**config.mk**
```make
export PLATFORM = sky130hd
export DESIGN_NAME = clause_array_loader
export DESIGN_NICKNAME = d
export VERILOG_FILES = /design/src/rtl/clause_io_pkg.sv /design/src/rtl/clause_array_loader_onehot_dec.sv /design/src/rtl/clause_array_loader.sv
export SDC_FILE = /design/constraint.sdc
export NUM_CORES = 1
export LEC_CHECK = 0
export ABC_AREA = 1
export ABC_CLOCK_PERIOD_IN_PS = 2900
export BUFFER_PORTS_ARGS = -buffer_cell sky130_fd_sc_hd__buf_2
export CAP_MARGIN = 30
export CORE_MARGIN = 8
export CORE_UTILIZATION = 51
export CTS_CLUSTER_SIZE = 10
export DETAILED_ROUTE_END_ITERATION = 8
export PLACE_DENSITY = 0.84
export SLEW_MARGIN = 40
export SYNTH_ARGS = -nofsm -noshare
export SYNTH_HDL_FRONTEND = slang
export SYNTH_SLANG_ARGS = --single-unit
```
**constraint.sdc**
```tcl
create_clock -name clk -period 2.9 [get_ports clk]
set_clock_uncertainty 0.1 [all_clocks]
set_input_delay 0 -clock clk [delete_from_list [all_inputs] [get_ports clk]]
set_output_delay 0 -clock clk [all_outputs]
set_load 0.1 [all_outputs]
```
**src/rtl/clause_io_pkg.sv**
```systemverilog
// Shared types and helpers for the clause array loader: FSM state encoding,
// default clause width and the count clamp used when an operation starts.
package clause_io_pkg;

  typedef enum logic [2:0] {
    IDLE,
    LOAD,
    UNLOAD,
    DRAIN,
    DONE
  } state_e;

  localparam int DEF_NUM_VARS = 8;
  localparam int CLAUSE_W     = DEF_NUM_VARS * 2;

  function automatic int clamp_count(input int num, input int num_clauses);
    return (num < num_clauses) ? num : num_clauses;
  endfunction

endpackage

```
**src/rtl/clause_array_loader_onehot_dec.sv**
```systemverilog
// Binary index to one-hot slot select; all zeros when the index is out of range.
module onehot_dec #(
  parameter int WIDTH_CNT = 4,
  parameter int NUM_OUT   = 8
) (
  input  logic [WIDTH_CNT-1:0] index,
  output logic [NUM_OUT-1:0]   onehot
);

  always_comb begin
    // NOTE: every always_comb output gets a default first so no latch is inferred.
    onehot = '0;
    for (int i = 0; i < NUM_OUT; i++) begin
      if (index == WIDTH_CNT'(i)) onehot[i] = 1'b1;
    end
  end

endmodule

```
**src/rtl/clause_array_loader.sv**
```systemverilog
// Host-side sequencer for the clause array: streams clauses into consecutive
// slots (LOAD) or reads them back out as a valid/ready stream (UNLOAD).
module clause_array_loader
  import clause_io_pkg::*;
#(
  parameter int NUM_CLAUSES = 8,
  parameter int NUM_VARS    = CLAUSE_W / 2,
  parameter int WIDTH_C_LEN = 4,
  parameter int WIDTH_CNT   = 4
) (
  input  logic                    clk,
  input  logic                    rst,
  input  logic                    load_start_i,
  input  logic [WIDTH_CNT-1:0]    load_num_i,
  input  logic                    unload_start_i,
  input  logic [WIDTH_CNT-1:0]    unload_num_i,
  output logic                    busy_o,
  output logic                    done_o,
  input  logic                    s_valid_i,
  output logic                    s_ready_o,
  input  logic [NUM_VARS*2-1:0]   s_clause_i,
  input  logic [WIDTH_C_LEN-1:0]  s_len_i,
  output logic                    m_valid_o,
  input  logic                    m_ready_i,
  output logic [NUM_VARS*2-1:0]   m_clause_o,
  output logic [WIDTH_CNT-1:0]    m_index_o,
  output logic [NUM_CLAUSES-1:0]  wr_o,
  output logic [NUM_CLAUSES-1:0]  rd_o,
  output logic [NUM_VARS*2-1:0]   clause_o,
  output logic [WIDTH_C_LEN-1:0]  clause_len_o,
  input  logic [NUM_VARS*2-1:0]   clause_i
);

  localparam logic [WIDTH_CNT-1:0] ONE = WIDTH_CNT'(1);

  state_e                 state, state_nx;
  logic [WIDTH_CNT-1:0]   idx, count;
  logic [WIDTH_CNT-1:0]   sel_num, num_clamped;
  logic [NUM_CLAUSES-1:0] wr_dec, rd_dec;
  logic                   load_hs, issue, out_hs, last_idx;

  onehot_dec #(.WIDTH_CNT(WIDTH_CNT), .NUM_OUT(NUM_CLAUSES)) u_wr_dec (
    .index  (idx),
    .onehot (wr_dec)
  );

  onehot_dec #(.WIDTH_CNT(WIDTH_CNT), .NUM_OUT(NUM_CLAUSES)) u_rd_dec (
    .index  (idx),
    .onehot (rd_dec)
  );

  // LOAD has priority when both starts arrive together.
  assign sel_num     = load_start_i ? load_num_i : unload_num_i;
  assign num_clamped = WIDTH_CNT'(clamp_count(int'(sel_num), NUM_CLAUSES));
  assign last_idx    = (idx == count - ONE);
  assign out_hs      = m_valid_o & m_ready_i;

  // Handshake-facing outputs are gated by rst so an abort issues nothing more.
  always_comb begin
    s_ready_o = (state == LOAD) & ~rst;
    load_hs   = s_ready_o & s_valid_i;
    issue     = (state == UNLOAD) & ~rst & (~m_valid_o | m_ready_i) & (idx < count);
    rd_o      = issue ? rd_dec : '0;
    busy_o    = (state != IDLE);
    done_o    = (state == DONE) & ~rst;
  end

  always_comb begin
    state_nx = state;
    case (state)
      IDLE: begin
        if (load_start_i) begin
          state_nx = (num_clamped == '0) ? DONE : LOAD;
        end else if (unload_start_i) begin
          state_nx = (num_clamped == '0) ? DONE : UNLOAD;
        end
      end
      LOAD:    if (load_hs && last_idx) state_nx = DONE;
      UNLOAD:  if (issue && last_idx)   state_nx = DRAIN;
      DRAIN:   if (out_hs)              state_nx = DONE;
      DONE:    state_nx = IDLE;
      default: state_nx = IDLE;
    endcase
  end

  always_ff @(posedge clk) begin
    if (rst) begin
      state        <= IDLE;
      idx          <= '0;
      count        <= '0;
      wr_o         <= '0;
      clause_o     <= '0;
      clause_len_o <= '0;
      m_valid_o    <= 1'b0;
      m_clause_o   <= '0;
      m_index_o    <= '0;
    end else begin
      // NOTE: sequential state uses non-blocking assignments so every flop
      // samples pre-edge values regardless of statement order.
      state <= state_nx;
      wr_o  <= '0;
      case (state)
        IDLE: begin
          if (load_start_i || unload_start_i) begin
            count <= num_clamped;
            idx   <= '0;
          end
        end
        LOAD: begin
          if (load_hs) begin
            wr_o         <= wr_dec;
            clause_o     <= s_clause_i;
            clause_len_o <= s_len_i;
            idx          <= idx + ONE;
          end
        end
        UNLOAD: begin
          if (issue) begin
            m_clause_o <= clause_i;
            m_index_o  <= idx;
            m_valid_o  <= 1'b1;
            idx        <= idx + ONE;
          end else if (out_hs) begin
            m_valid_o <= 1'b0;
          end
        end
        DRAIN: begin
          if (out_hs) m_valid_o <= 1'b0;
        end
        default: ;
      endcase
    end
  end

endmodule

```
==> results.toml, run 1 <==
[clock_tree]
clk_path_buf_depth = 2
cts_setup_buffers = 0
insertion_delay_ns = 0.33
cts_buffers = 9
clock-sinks = 60
cts_root_buf = "clkbuf_8"
clk_pin_slew_worst_paths_ns = 0.07
cts_tree = "built"
h-tree-depth = 3

[die]
die_w_microns = 88.2
core_area_sq_um = 5070
die-area_sq_um = 7770
die_h_microns = 88.2
initial_core_util = 0.523
io_pins = 110
rows = 26

[timing]
slew_headroom = 0.592
whs_ns = 0.0317
maxSlewViolCount = 0
tightestPinTransition_ns = 0.609
hold_viol_final = 0
finalCriticalPeriod_ns = 2.44
timing.fmax_mhz = 410
setup_violations = 0
period_share = 0.841
rsz0062_at_grt = "no"
fin_setup_tns_ns = 0

[routing]
routedWlPerCell_microns = 13.7
ant_nets = 0
viasPerCell = 4.88
vias = 2862
routed_wl_mm = 8.02
first_pass_iters = 4
drc = 0
drt_iter0_markers = 179

[synthesis]
synth_cell_types = 27
synthCells = 366
synth_edf_count = 0
yosysSeqAreaShare = 0.452
synth_area_sq_um = 2660
ys_ff_latch = 60
synth_top_area_cell = "dfxtp_1"
synthMostInstantiatedCell = "nand2_1"
yosysTopAreaCellShare = 0.452
avgSynthCellArea_sq_um = 7.25
ys_async_sr_fraction = 0
synth_flop_cell = "dfxtp_1"
ys_top_cells_by_area = "dfxtp_1 (45%), nand2_1 (11%), nor2_1 (9.3%)"
syn_nets = 425
synth_common_cells = "nand2_1 (80), nor2_1 (66), dfxtp_1 (60)"
yosysWarnings = 0

[global_routing]
grt_usage = 0.204
grt_pass1_wl_mm = 12.6
grt_overflow = 0
grt_pass1_vias = 2772
antenna_found_initial = 0
grt_max_degree = 31

[setup_path]
crit_path_max_incr_delay_ns = 0.56
cp_slowest_cell = "dfxtp_1"
startpoint_type = "flop"
critPathRequiredTime_ns = 2.80
crit_path_end_kind = "output port"
rrSetupSlack_ns = 0.72
reg2reg_from = "idx[2]"
critPathCapture = "rd_o[4]"
reg2regPathDepth = 8
rr_endpoint = "m_index_o[3]"
cp_max_fo = 27
crit_arrival_ns = 2.34
path_buf_inv = 2
setup.worst_path.class = "reg2out"
worstSetupPathDepth = 7
critPathLaunch = "idx[2]"
crit_path_cell_trace = "ha_1 > nand2_1 > inv_1 > a21oi_1 > nand2_4 > nor2_1 > buf_2"
critical_path.top_delay_family = "flip-flops"

[power]
vdd_drop_max_mv = 0.593
p_leak_nw = 1.97
p_per_area_nw_per_um2 = 798

[placed_design]
dp_cells = 531
portBuffers = 109
gp_congestion = 0.867
place_area_sq_um = 3230
place_hpwl_mm = 5.25

[run]
cap_violations = 0

[hold_path]
min_path_type = "in2reg"
min_path_cells = 7

[final_layout]
nFillCells = 373
regArea_sq_um = 1200
nets = 570
fin_cells = 586
syn_to_final_growth_pct = 42.8
drive_gt1_frac = 0.273
final_cell_area_sq_um = 3790
insertedDiodeCount = 0
multiInputGateArea_sq_um = 1260

[status]
status = "complete, no violations"
cell families after synthesis:
family,count (synthesis),share of synthesized area
XOR/XNOR,2,0.00660
AND/OR/NAND/NOR,197,0.323
flip-flops,60,0.452
adder cells (fa/ha/maj),9,0.0424
buffers and inverters,48,0.0754
AO/OA/AOI/OAI,50,0.100
placed cells by master, fill, tap and decap left out, drive strengths merged:
cell type,n
nor4,1
nor3,2
o21bai,1
buf,110
nand3,35
a21boi,1
dfxtp,60
ha,9
nand4,4
nor2,69
a21o,1
a21oi,19
inv,35
o21ai,27
o22ai,1
dlygate4sd3,39
xor2,2
clkbuf,9
clkinv,3
clkinvlp,2
nand2,86
flip-flops by register name, summed over array words and instances (netlist names):
register	count
clause_o	16
m_clause_o	16
wr_o	8
clause_len_o	4
count	4
idx	4
m_index_o	4
state	3
m_valid_o	1
worst min-delay path: stages:
cell     delay [ns]
buf_2          0.09
inv_1          0.04
nand2_1        0.04
o21ai_0        0.09
nor2_1         0.06
nand2_1        0.05
a21oi_1        0.05
layer usage:
| layer | track usage | up-vias | routed length, microns |
|---|---|---|---|
| met5 | 0 | - | 0 |
| met4 | 0.0891 | 0 | 114 |
| met3 | 0.0807 | 13 | 825 |
| met2 | 0.332 | 102 | 3810 |
| met1 | 0.232 | 1293 | 3270 |
| li1 | - | 1454 | - |
power breakdown:
part           internal [mW]  total [mW]  switching [mW]
clock network          0.314       0.668           0.354
logic                  0.312        1.36            1.05
registers              0.924       0.998          0.0736
total                   1.55        3.03            1.48
cell type report:
| cell class | count | area share |
|---|---|---|
| Sequential cell | 60 | 0.317 |
| Clock buffer | 9 | 0.0327 |
| Tap cell | 70 | 0.0231 |
| Multi-Input combinational cell | 258 | 0.332 |
| Timing Repair Buffer | 149 | 0.249 |
| Inverter | 33 | 0.0327 |
| Clock inverter | 7 | 0.0135 |
how the worst min path moves through the flow:
stage                        end             from
CTS                     count[0]  unload_num_i[0]
global placement    clause_o[12]   s_clause_i[12]
detailed placement   clause_o[3]    s_clause_i[3]
finish                  count[0]  unload_num_i[0]
floorplan           clause_o[10]   s_clause_i[10]
global route            count[0]  unload_num_i[0]
stage by stage:
step / power (mW) / utilization / worst slack [ns]
3_3_place_gp: 2.30 / 0.636 / 0.821
2_1_floorplan: 2.10 / - / 0.202
3_5_place_dp: 2.33 / 0.636 / 0.754
4_1_cts: 3.03 / 0.747 / 0.460
5_1_grt: 3.18 / 0.747 / 0.336
6_report: 3.03 / 0.747 / 0.460
timing repair:
action                    in CTS  in global routing
gates resized for setup        0                  0
hold buffers                  39                  0
hold endpoints to repair      45                  0
(Power assumes the default switching activity.)
==> run 2: changes to the inputs <==
- ABC_CLOCK_PERIOD_IN_PS: 2900 -> 2500
- CORE_UTILIZATION: 51 -> 48
- PLACE_DENSITY: 0.84 -> 0.8
- clock period: 2.9 -> 2.5 ns (I/O delays scaled with it)
==> run 2 against run 1 <==
Net effect:
- die area up 5.1%
- cell count up 0.85%
- sequential share of layout area down 0.40 points
- non-clock buffer count up 2
- clock power up 30%
- combinational power up 18%
- routed wire length up 1.3%
- largest cell class unchanged
- highest routed layer unchanged
==> results.toml, run 2 (synthesis gave the netlist of run 1 again) <==
[timing]
setup_violations = 0
finalCriticalPeriod_ns = 2.37
worst_slack_ns = 0.134
tightestPinTransition_ns = 0.651
hold_viol_final = 0
timing.fmax_mhz = 423
maxSlewViolCount = 0
rsz0062_at_grt = "no"
period_share = 0.946
fin_setup_tns_ns = 0
slew_headroom = 0.565
whs_ns = 0.0369

[final_layout]
final_common_cell = "buf_2"
final_util = 0.707
nets = 572
mostFrequentLayoutCells = "buf_2 (106), nand2_1 (80), nor2_1 (66)"
top_regs = "clause_o x16, m_clause_o x16, wr_o x8"
drive_gt1_frac = 0.278
syn_to_final_growth_pct = 44.8

[routing]
vias = 2931
routedWlPerCell_microns = 13.7
drc = 0
ant_nets = 0
routed_wl_mm = 8.12
first_pass_iters = 4
drt_iter0_markers = 123
viasPerCell = 4.96

[power]
p_leak_nw = 1.99
vdd_drop_max_mv = 0.712
p_per_area_nw_per_um2 = 943

[die]
core_area_sq_um = 5440
die_h_microns = 90.4
rows = 27
initial_core_util = 0.488
die_w_microns = 90.4
io_pins = 110
die-area_sq_um = 8170

[status]
status = "complete, no violations"

[setup_path]
crit_path_max_incr_delay_ns = 0.44
rr_endpoint = "m_index_o[0]"
rrSetupSlack_ns = 0.37
cp_max_fo = 27
crit_path_cell_trace = "ha_1 > a21o_1 > a21oi_1 > nand2_4 > nor2_1 > buf_2"
crit_path_end_kind = "output port"
cp_slowest_cell = "dfxtp_1"
crit_arrival_ns = 2.27
reg2reg_from = "idx[3]"
setup.worst_path.class = "reg2out"
path_buf_inv = 1
critical_path.top_delay_family = "flip-flops"
reg2regPathDepth = 7
startpoint_type = "flop"
critPathRequiredTime_ns = 2.40

[placed_design]
place_hpwl_mm = 5.41
place_ws_ns = 0.299
portBuffers = 109
gp_congestion = 0.841

[clock_tree]
insertion_delay_ns = 0.34
clk_pin_slew_worst_paths_ns = 0.06
cts_root_buf = "clkbuf_8"
clk_path_buf_depth = 2
cts_setup_buffers = 0
h-tree-depth = 3
cts_buffers = 9
clock-sinks = 60
cts_tree = "built"

[hold_path]
min_path_type = "in2reg"
hold_end = "count[0]"
min_path_cells = 6
min_from = "unload_num_i[3]"

[run]
cap_violations = 0

[global_routing]
grt_pass1_vias = 2937
grt_max_degree = 28
grt_pass1_wl_mm = 13.2
antenna_found_initial = 1
grt_usage = 0.195
grt_overflow = 0
==> run 2: changes by cell type in the layout (fill, tap and decap cells not counted), sizes merged <==
cell	delta
diode	+1
clkinv	+2
buf	-1
clkbuf	+3
bufinv	+1
inv	-1
clkinvlp	-2
==> run 2: final cells by class <==
class                   instances  area [sq um]
diodes                          1          2.50
clock buffers                   9           124
clock inverters                 7          75.1
fillers                       426          1600
inverters                      33           124
multi-input cells             258          1260
flip-flops and latches         60          1200
well taps                      72          90.1
repair buffers                151           966
==> run 2: power by group <==
part,switching (mW),internal (mW)
Combinational,1.23,0.368
Sequential,0.0846,1.07
Clock,0.404,0.465
Total,1.72,1.90
==> run 2: metal layers <==
metal | part of all wire | global-route usage | wire, microns
met1 | 0.39 | 0.189 | 3160
met3 | 0.11 | 0.0939 | 857
met5 | 0 | 0 | 0
met2 | 0.48 | 0.340 | 3930
met4 | 0.022 | 0.0915 | 176
==> run 2: repair_timing <==
item / 4_1_cts / 5_1_grt
setup endpoints to repair: 0 / 8
endpoints found under the hold margin: 45 / 0
hold buffers: 39 / 0
resized for setup: 0 / 4
==> run 2: worst max-delay path by stage <==
stage / from / to / slack, ns / cells after the start
2_1_floorplan: m_valid_o / rd_o[0] / -0.20 / 6
3_3_place_gp: idx[2] / m_index_o[3] / 0.43 / 8
3_5_place_dp: idx[2] / m_index_o[0] / 0.30 / 8
4_1_cts: idx[2] / rd_o[1] / 0.04 / 7
5_1_grt: idx[3] / rd_o[4] / 0.0009 / 6
6_report: idx[3] / rd_o[1] / 0.13 / 6
==> run 2: tightest hold or removal path: cells and delay by family <==
kind / cells / cell delay [ns]
and+or+nand+nor: 2 / 0.10
AOI/OAI and AO/OA: 2 / 0.13
buffers and inverters: 2 / 0.18
==> run 2: stage by stage <==
step,power (mW),area (sq um),instances
detailed placement,2.71,3240,535
finish,3.62,3840,591
CTS,3.63,3830,590
floorplan,2.44,2660,366
global route,3.81,3840,591
global placement,2.68,3240,535
